`config.mk`:
```
export PLATFORM = sky130hd
export DESIGN_NAME = spi_req_arbiter
export DESIGN_NICKNAME = d
export VERILOG_FILES = /design/src/rtl/spi_pkg.sv /design/src/rtl/spi_req_arbiter_rr.sv /design/src/rtl/spi_req_arbiter.sv
export SDC_FILE = /design/constraint.sdc
export NUM_CORES = 1
export LEC_CHECK = 0
export CORE_MARGIN = 5
export CORE_UTILIZATION = 42
export CTS_BUF_LIST = sky130_fd_sc_hd__clkbuf_16
export DETAILED_ROUTE_END_ITERATION = 6
export GPL_TIMING_DRIVEN = 0
export PLACE_DENSITY = 0.8
export RECOVER_POWER = 50
export SLEW_MARGIN = 20
export SYNTH_ARGS = -nofsm -noshare
export SYNTH_HDL_FRONTEND = slang
export SYNTH_SLANG_ARGS = --single-unit
export TNS_END_PERCENT = 100
```
`constraint.sdc`:
```
create_clock -name aclk -period 3.1 [get_ports aclk]
set_input_delay 0.465 -clock aclk [delete_from_list [all_inputs] [get_ports aclk]]
set_output_delay 0.465 -clock aclk [all_outputs]
set_load 0.005 [all_outputs]
```
`src/rtl/spi_pkg.sv`:
```
// Shared types for the SPI register-access path: arbiter FSM states and the
// engine command payload.
package spi_pkg;

    localparam int unsigned SPI_ADDR_W = 8;
    localparam int unsigned SPI_DATA_W = 8;

    typedef enum logic [1:0] {
        ST_IDLE  = 2'd0,
        ST_ISSUE = 2'd1,
        ST_WAIT  = 2'd2,
        ST_RESP  = 2'd3
    } arb_state_t;

    typedef struct packed {
        logic                  wr;
        logic [SPI_ADDR_W-1:0] addr;
        logic [SPI_DATA_W-1:0] wdata;
    } spi_cmd_t;

endpackage

```
`src/rtl/spi_req_arbiter_rr.sv`:
```
// Combinational round-robin picker: first asserted request at or after i_ptr,
// wrapping modulo N. Reusable for any shared resource.
module rr_arbiter #(
    parameter int unsigned N  = 4,
    parameter int unsigned PW = (N > 1) ? $clog2(N) : 1
) (
    input  logic [N-1:0]  i_req,
    input  logic [PW-1:0] i_ptr,
    output logic [N-1:0]  o_grant,
    output logic [PW-1:0] o_grant_idx,
    output logic          o_any
);

    logic [PW-1:0] w_j;

    // Scan from the farthest offset down so the nearest requester wins last.
    always_comb begin
        o_grant     = '0;
        o_grant_idx = '0;
        o_any       = |i_req;
        w_j         = '0;
        for (int k = int'(N) - 1; k >= 0; k--) begin
            w_j = PW'((int'(i_ptr) + k) % int'(N));
            if (i_req[w_j]) begin
                o_grant      = '0;
                o_grant[w_j] = 1'b1;
                o_grant_idx  = w_j;
            end
        end
    end

endmodule

```
`src/rtl/spi_req_arbiter.sv`:
```
// Shares one SPI register-access engine between NUM_REQ requesters, one
// transaction outstanding, with round-robin grant and a response timeout.
module spi_req_arbiter
    import spi_pkg::*;
#(
    parameter int unsigned NUM_REQ        = 4,
    parameter int unsigned TIMEOUT_CYCLES = 1024
) (
    input  logic                             aclk,
    input  logic                             areset,
    input  logic [NUM_REQ-1:0]               req_valid,
    output logic [NUM_REQ-1:0]               req_ready,
    input  logic [NUM_REQ-1:0]               req_wr,
    input  logic [NUM_REQ*SPI_ADDR_W-1:0]    req_addr,
    input  logic [NUM_REQ*SPI_DATA_W-1:0]    req_wdata,
    output logic [NUM_REQ-1:0]               rsp_valid,
    output logic [SPI_DATA_W-1:0]            rsp_rdata,
    output logic                             rsp_err,
    output logic                             spi_cmd_valid,
    input  logic                             spi_cmd_ready,
    output logic                             spi_cmd_wr,
    output logic [SPI_ADDR_W-1:0]            spi_cmd_addr,
    output logic [SPI_DATA_W-1:0]            spi_cmd_wdata,
    input  logic                             spi_rsp_valid,
    input  logic [SPI_DATA_W-1:0]            spi_rsp_rdata
);

    localparam int unsigned PW = (NUM_REQ > 1) ? $clog2(NUM_REQ) : 1;
    localparam int unsigned TW = $clog2(TIMEOUT_CYCLES);

    arb_state_t           r_state;
    logic [PW-1:0]        r_rr_ptr;
    logic [PW-1:0]        r_grant_idx;
    logic [NUM_REQ-1:0]   r_grant;
    logic [TW-1:0]        r_timer;
    spi_cmd_t             r_cmd;
    logic                 r_cmd_valid;
    logic [NUM_REQ-1:0]   r_rsp_valid;
    logic [SPI_DATA_W-1:0] r_rsp_rdata;
    logic                 r_rsp_err;

    logic [NUM_REQ-1:0]   w_grant;
    logic [PW-1:0]        w_grant_idx;
    logic                 w_any;
    spi_cmd_t             w_sel;
    logic [PW-1:0]        w_ptr_next;

    rr_arbiter #(
        .N  (NUM_REQ),
        .PW (PW)
    ) u_rr (
        .i_req       (req_valid),
        .i_ptr       (r_rr_ptr),
        .o_grant     (w_grant),
        .o_grant_idx (w_grant_idx),
        .o_any       (w_any)
    );

    // Mux the granted requester's fields.
    always_comb begin
        w_sel = '0;
        for (int i = 0; i < int'(NUM_REQ); i++) begin
            if (w_grant[i]) begin
                w_sel.wr    = req_wr[i];
                w_sel.addr  = req_addr[i*SPI_ADDR_W +: SPI_ADDR_W];
                w_sel.wdata = req_wdata[i*SPI_DATA_W +: SPI_DATA_W];
            end
        end
    end

    assign w_ptr_next = (r_grant_idx == PW'(NUM_REQ - 1)) ? '0 : r_grant_idx + PW'(1);

    assign req_ready     = (r_state == ST_IDLE && !areset) ? w_grant : '0;
    assign rsp_valid     = r_rsp_valid;
    assign rsp_rdata     = r_rsp_rdata;
    assign rsp_err       = r_rsp_err;
    assign spi_cmd_valid = r_cmd_valid;
    assign spi_cmd_wr    = r_cmd.wr;
    assign spi_cmd_addr  = r_cmd.addr;
    assign spi_cmd_wdata = r_cmd.wdata;

    always_ff @(posedge aclk) begin
        if (areset) begin
            r_state     <= ST_IDLE;
            r_rr_ptr    <= '0;
            r_grant_idx <= '0;
            r_grant     <= '0;
            r_timer     <= '0;
            r_cmd       <= '0;
            r_cmd_valid <= 1'b0;
            r_rsp_valid <= '0;
            r_rsp_rdata <= '0;
            r_rsp_err   <= 1'b0;
        end else begin
            case (r_state)
                ST_IDLE: begin
                    if (w_any) begin
                        r_cmd       <= w_sel;
                        r_grant     <= w_grant;
                        r_grant_idx <= w_grant_idx;
                        r_cmd_valid <= 1'b1;
                        r_state     <= ST_ISSUE;
                    end
                end
                ST_ISSUE: begin
                    if (spi_cmd_ready) begin
                        r_cmd_valid <= 1'b0;
                        r_timer     <= '0;
                        r_state     <= ST_WAIT;
                    end
                end
                ST_WAIT: begin
                    r_timer <= r_timer + TW'(1);
                    // An engine response in the final cycle beats the timeout.
                    if (spi_rsp_valid) begin
                        r_rsp_rdata <= spi_rsp_rdata;
                        r_rsp_err   <= 1'b0;
                        r_rsp_valid <= r_grant;
                        r_state     <= ST_RESP;
                    end else if (r_timer == TW'(TIMEOUT_CYCLES - 1)) begin
                        r_rsp_rdata <= '0;
                        r_rsp_err   <= 1'b1;
                        r_rsp_valid <= r_grant;
                        r_state     <= ST_RESP;
                    end
                end
                ST_RESP: begin
                    r_rsp_valid <= '0;
                    r_rsp_rdata <= '0;
                    r_rsp_err   <= 1'b0;
                    r_rr_ptr    <= w_ptr_next;
                    r_state     <= ST_IDLE;
                end
                default: r_state <= ST_IDLE;
            endcase
        end
    end

endmodule

```
# After elaboration in Yosys (flattened, before gate mapping)
# Index checks and enable logic that the tools add are counted.
[op_classes] reduce_logical=16 eq_ne=8 add_sub_neg=5 n_lt_le_gt_ge=8 muxes=49
[op_table] op="$mux W17" count=4
[op_table] op="$mux W4" count=7
[op_table] op="$pmux W10 S2" count=1
[op_table] op="$mux W2" count=9
[op_table] op="$mux W8" count=2
[op_table] op="$pmux W8 S2" count=1
[op_table] op="$lt A2 B3 Y1 const B" count=4
[op_table] op="$mux W1" count=12
[op_table] op="$add A10 B1 Y10 const B" count=1
[op_table] op="$eq A10 B10 Y1 const B" count=1
[op_table] op="$mux W10" count=1
[op_table] op="$bmux W1 S2" count=4
[op_table] op="$demux W1 S2" count=4
[op_table] op="$ge A2 B1 Y1 const B" count=4
[op_table] op="$pmux W2 S4" count=1
[op_table] op="$pmux W4 S2" count=1
[op_table] op="$eq A2 B2 Y1 const B" count=3
[op_table] op="$reduce_and A2 Y1" count=3
[op_table] op="$reduce_and A3 Y1" count=2
[op_table] op="$reduce_bool A2 Y1" count=3
[op_table] op="$logic_and A1 B1 Y1" count=5
[op_table] op="$add A2 B1 Y2 const B" count=2
[op_table] op="$add A2 B2 Y2 const B" count=2
[op_table] op="$pmux W1 S2" count=2
[op_table] op="other kinds (7)" count=7
[totals] out_inout_bits=35 input_bits=84 regBits=51

# Depth between registers and ports, before layout
[depth] word_depth=13 mapped_depth=13 depth_no_buf=8

# Hierarchy
# From an unflattened synthesis, not the netlist that was laid out.
[unflattened] hier_cells=384 area_unflattened_um2=3203.1
[modules_own_cells] module="spi_req_arbiter" cells_per_inst=322 area_per_inst_um2=2705.1 n_inst=1
[modules_own_cells] module="rr_arbiter" cells_per_inst=62 area_per_inst_um2=498.0 n_inst=1

# Worst setup path before layout
# No wires, ideal clock.
[synth_timing] path_kind="reg-to-output" startpoint="register r_rr_ptr[1]" endpoint="output port req_ready[2]" stages_incl_launch_ff=12 required_ns=2.635 arrival_ns=2.963 path_slack_ns=-0.328 cell_sequence="dfxtp_1 buf_2 inv_1 ha_1 clkbuf_1 mux4_2 buf_6 or4b_1 a32o_1 buf_6 buf_2 nor2_1"
[synth_via] elab_chain_cells=10 word_cells_on_any_way=36 cone_classes="add/sub: 3; order compare: 8; mux: 21; reduce/logical: 4"
[synth_lines] item="start: declaration" line_no="spi_req_arbiter.sv:32" text="logic [PW-1:0] r_rr_ptr;"
[synth_lines] item="start signal: assignment" line_no="spi_req_arbiter.sv:131" text="r_rr_ptr <= w_ptr_next;"
[synth_lines] item="$add A2 B2 Y2" line_no="spi_req_arbiter_rr.sv:23" text="w_j = PW'((int'(i_ptr) + k) % int'(N));"
[synth_lines] item="$lt A2 B3 Y1 (implied by the code) or $ge A2 B1 Y1 (tied branches)" line_no="spi_req_arbiter_rr.sv:26" text="o_grant[w_j] = 1'b1;"
[synth_lines] item="$logic_and A1 B1 Y1 (implied by the code)" line_no="spi_req_arbiter_rr.sv:26"
[synth_lines] item="$mux W1 (implied by the code)" line_no="spi_req_arbiter_rr.sv:26"
[synth_lines] item="$demux W1 S2"
[synth_lines] item="$mux W4 (3 in a row)" line_no="spi_req_arbiter_rr.sv:24" text="if (i_req[w_j]) begin"
[synth_lines] item="$mux W4 *" line_no="spi_req_arbiter_rr.sv:24"
[synth_lines] item="$mux W4 *" line_no="spi_req_arbiter.sv:73" text="assign req_ready = (r_state == ST_IDLE && !areset) ? w_grant : '0;"
[synth_lines] item="end: declaration" line_no="spi_req_arbiter.sv:12" text="output logic [NUM_REQ-1:0] req_ready,"
# Mark *: on every way between the ends. The rest lies on a longest branch, timed or not. The select of a mux whose other input is x is not followed.

# Worst setup path after layout
[layout_timing] startpoint="register r_rr_ptr[0]" endpoint="output port req_ready[2]"
# The elaborated chain is that of the path after synthesis.

==> metrics.txt <==
Die Span X 102 µm; WL final 11500 µm; # placed instances 653; worst min path class reg2reg; Lkg Pwr 1.93 nW; pwr dens 699 nW/µm²; antenna cells 0; Layout area overhead 47.3%; sequential area share after synthesis 28.9%; final instance area 5190 µm²; Worst-path clk slew 70 ps; crit end category primary output; Global Route met1 Usage 27.0%; Fmax achieved 0.325 GHz; Sequential Area 1030 µm²; Layout Nets 667; clk root buf clkbuf_16; total CTS buffers 5; EDFF count, synth 0; maximum VDD drop 0.358 mV; Worst EP arrival 2610 ps; Post-CTS Hold Buffers 0; Hold EP rsp_rdata[3]; core area 8220 µm²; RR Startpoint r_rr_ptr[0]; minimum clock period 3080 ps; GRT met3 Usage 3.86%; relative slew slack 52.9%; MaxCap Viol Count 0; FILL cells 666; Finished Layout Cells 674; CP required 2630 ps; Slowest-stage cell, CP mux4_2; Post-Syn Area 3530 µm²; internal power 0.00209 W; flop2flop setup slack 90 ps; row cnt 33; hold path cells 2; switching power 0.00154 W; reg2reg path depth 13; crit path launch type flip-flop; share of layout cells above drive strength 1 18.6%; Area contributors post-synth dfxtp_1, a21oi_1, a211oi_1; Synth Flop Type dfxtp_1; worst setup margin 21.8 ps; min-delay src rsp_rdata[3]; Post-DP Area 4830 µm²; Die Ht 102 µm; pre-CTS setup slack -873 ps; combinational power share 58.2%; r2r endpoint spi_cmd_addr[3]; sw frac 42.5%; worst skew pair latency 290 ps; slowest stage delay, CP 560 ps; I/O Buffers 114; cells after synthesis 434; multi-input combinational cell area 2350 µm²; Crit Path Category reg2out; Vias/cell 5.78; HPWL Detailed 8450 µm; synth unique cells 52; mean post-synth cell area 8.13 µm²; status finished clean; vias in the first global route 3923; gr busiest metal met2; Synth top area share 28.9%; GPL Wtd Cong 0.890; Power, Total 0.00363 W; DR iter-0 viols 308; GRT met2 Usage 38.9%; Clock Tree Buf Depth 2; power share of the clock group 15.9%; Post-synth ARST share 0%; starting density of the core 42.9%; Total GRT Usage 22.0%; drc violations 0; die footprint 10300 µm²; CTS sink count 51; CTS H-tree depth 2; worst slew pin tran 706 ps; setup violators final 0; synthesis warning total 0; IO Count 119; Synth Register Bits 51; Max Fanout on Critical Path 9; Final ANT Viol Nets 0; drt first pass iters 5; syn_nets 533; Pins Over Slew Limit 0; via count 3897; RSZ-0062 raised after global routing yes; CP Cell Sequence buf_8 -> mux4_2 -> buf_6 -> or4b_4 -> a32o_2 -> nor2_4 -> buf_2; WL per Instance 17.1 µm; Tcrit/Tclk final 99.3%; initial antenna violation count 0; CTS tree yes; largest net degree at the start of global routing 19; Sequential Power Share 25.9%; Hold Violations, Final 0; first-pass GRT wire length 18500 µm; setup skew after layout 8.03 ps; global route overflow 0; Yosys top cell by area dfxtp_1
==> Yosys cell counts (6+ instances only) <==
master     n
dfxtp_1   51
nor2_1    51
nand2_1   45
a21oi_1   42
clkbuf_1  29
a211oi_1  26
o21ai_0   26
ha_1      15
nand3_1   13
a211oi_2  12
o21ai_2   11
o221ai_2  11
inv_1      9
mux2i_1    8
buf_2      7
nand2b_1   7
nand3b_1   7
o221ai_1   6
==> what timing repair did <==
action	in CTS	in global routing
setup buffers	19	3
endpoints found under the setup margin	21	21
gates resized for setup	49	6
pin swaps	11	4
==> power groups by stage <==
stage	Combinational, W	Clock [W]	Sequential (W)
floorplan	0.00128	0	0.000944
global placement	0.00193	0	0.000948
detailed placement	0.00198	0	0.000953
CTS	0.00214	0.000585	0.000938
global route	0.00230	0.000611	0.000962
finish	0.00211	0.000578	0.000940
==> per-stage QoR <==
step | hold WS [ps] | TNS, ps | util (%)
after floorplan | 436 | 0 | -
after global placement | 438 | -7640 | 58.7
after detailed placement | 447 | -9450 | 58.7
after CTS | 457 | -345 | 63.4
after global routing | 472 | -56.5 | 63.2
final | 452 | 0 | 63.2
==> critical path, delay by kind of cell (launching register included) <==
kind	cells	cell delay [ps]
and+or+nand+nor	2	620
muxes	1	560
buffers and inverters	3	400
DFF	1	400
AOI/OAI and AO/OA	1	350
==> sequential cells by signal (all words and copies together) (netlist names), 2 cells and up <==
register	count
r_state	2
r_timer	10
rsp_valid	4
r_grant	4
spi_cmd_addr	8
spi_cmd_wdata	8
r_grant_idx	2
rsp_rdata	8
r_rr_ptr	2
==> placed cells by master, fill, tap and decap left out, drive strengths merged, types with 13 or more instances in the layout <==
cell type / instances
a211oi: 38
a21oi: 43
buf: 31
clkbuf: 32
clkdlybuf4s50: 78
dfxtp: 51
dlygate4sd3: 31
ha: 15
nand2: 45
nand3: 13
nor2: 51
o21ai: 38
o221ai: 17
==> per-layer routing <==
layer / part of all wire (%) / wire length, µm / vias to the layer above
li1: - / - / 1847
met1: 41 / 4740 / 1862
met2: 50 / 5720 / 162
met3: 7.2 / 831 / 26
met4: 2.2 / 252 / 0
met5: 0 / 0 / -
==> how the worst max path moves through the flow <==
stage,start,to,slack [ps],cells past startpoint
floorplan,r_rr_ptr[0],req_ready[2],40,11
global placement,req_valid[1],req_ready[1],-830,9
detailed placement,req_valid[1],req_ready[1],-870,9
CTS,r_rr_ptr[1],req_ready[2],-130,11
global route,r_rr_ptr[0],req_ready[2],-40,7
finish,r_rr_ptr[0],req_ready[2],20,7
==> cells by family (layout without fill, tap and decap cells) <==
kind of cell / after synthesis / after routing / share of synthesized area, %
and+or+nand+nor: 141 / 141 / 18.1
muxes: 16 / 16 / 6.10
AOI/OAI and AO/OA: 155 / 155 / 33.5
xor gates and xnor gates: 5 / 5 / 1.24
adders and majority gates: 15 / 15 / 5.32
DFF: 51 / 51 / 28.9
buffers and inverters: 51 / 186 / 6.77
==> layout make-up <==
| type | count | area share [%] |
|---|---|---|
| sequential | 51 | 19.8 |
| buffer | 33 | 3.35 |
| inverter | 9 | 0.891 |
| clock buffer | 5 | 2.41 |
| timing repair buffer | 136 | 25.2 |
| tap | 105 | 2.53 |
| clock inverter | 3 | 0.554 |
| multi-input combinational | 332 | 45.2 |
(Power assumes the default switching activity.)
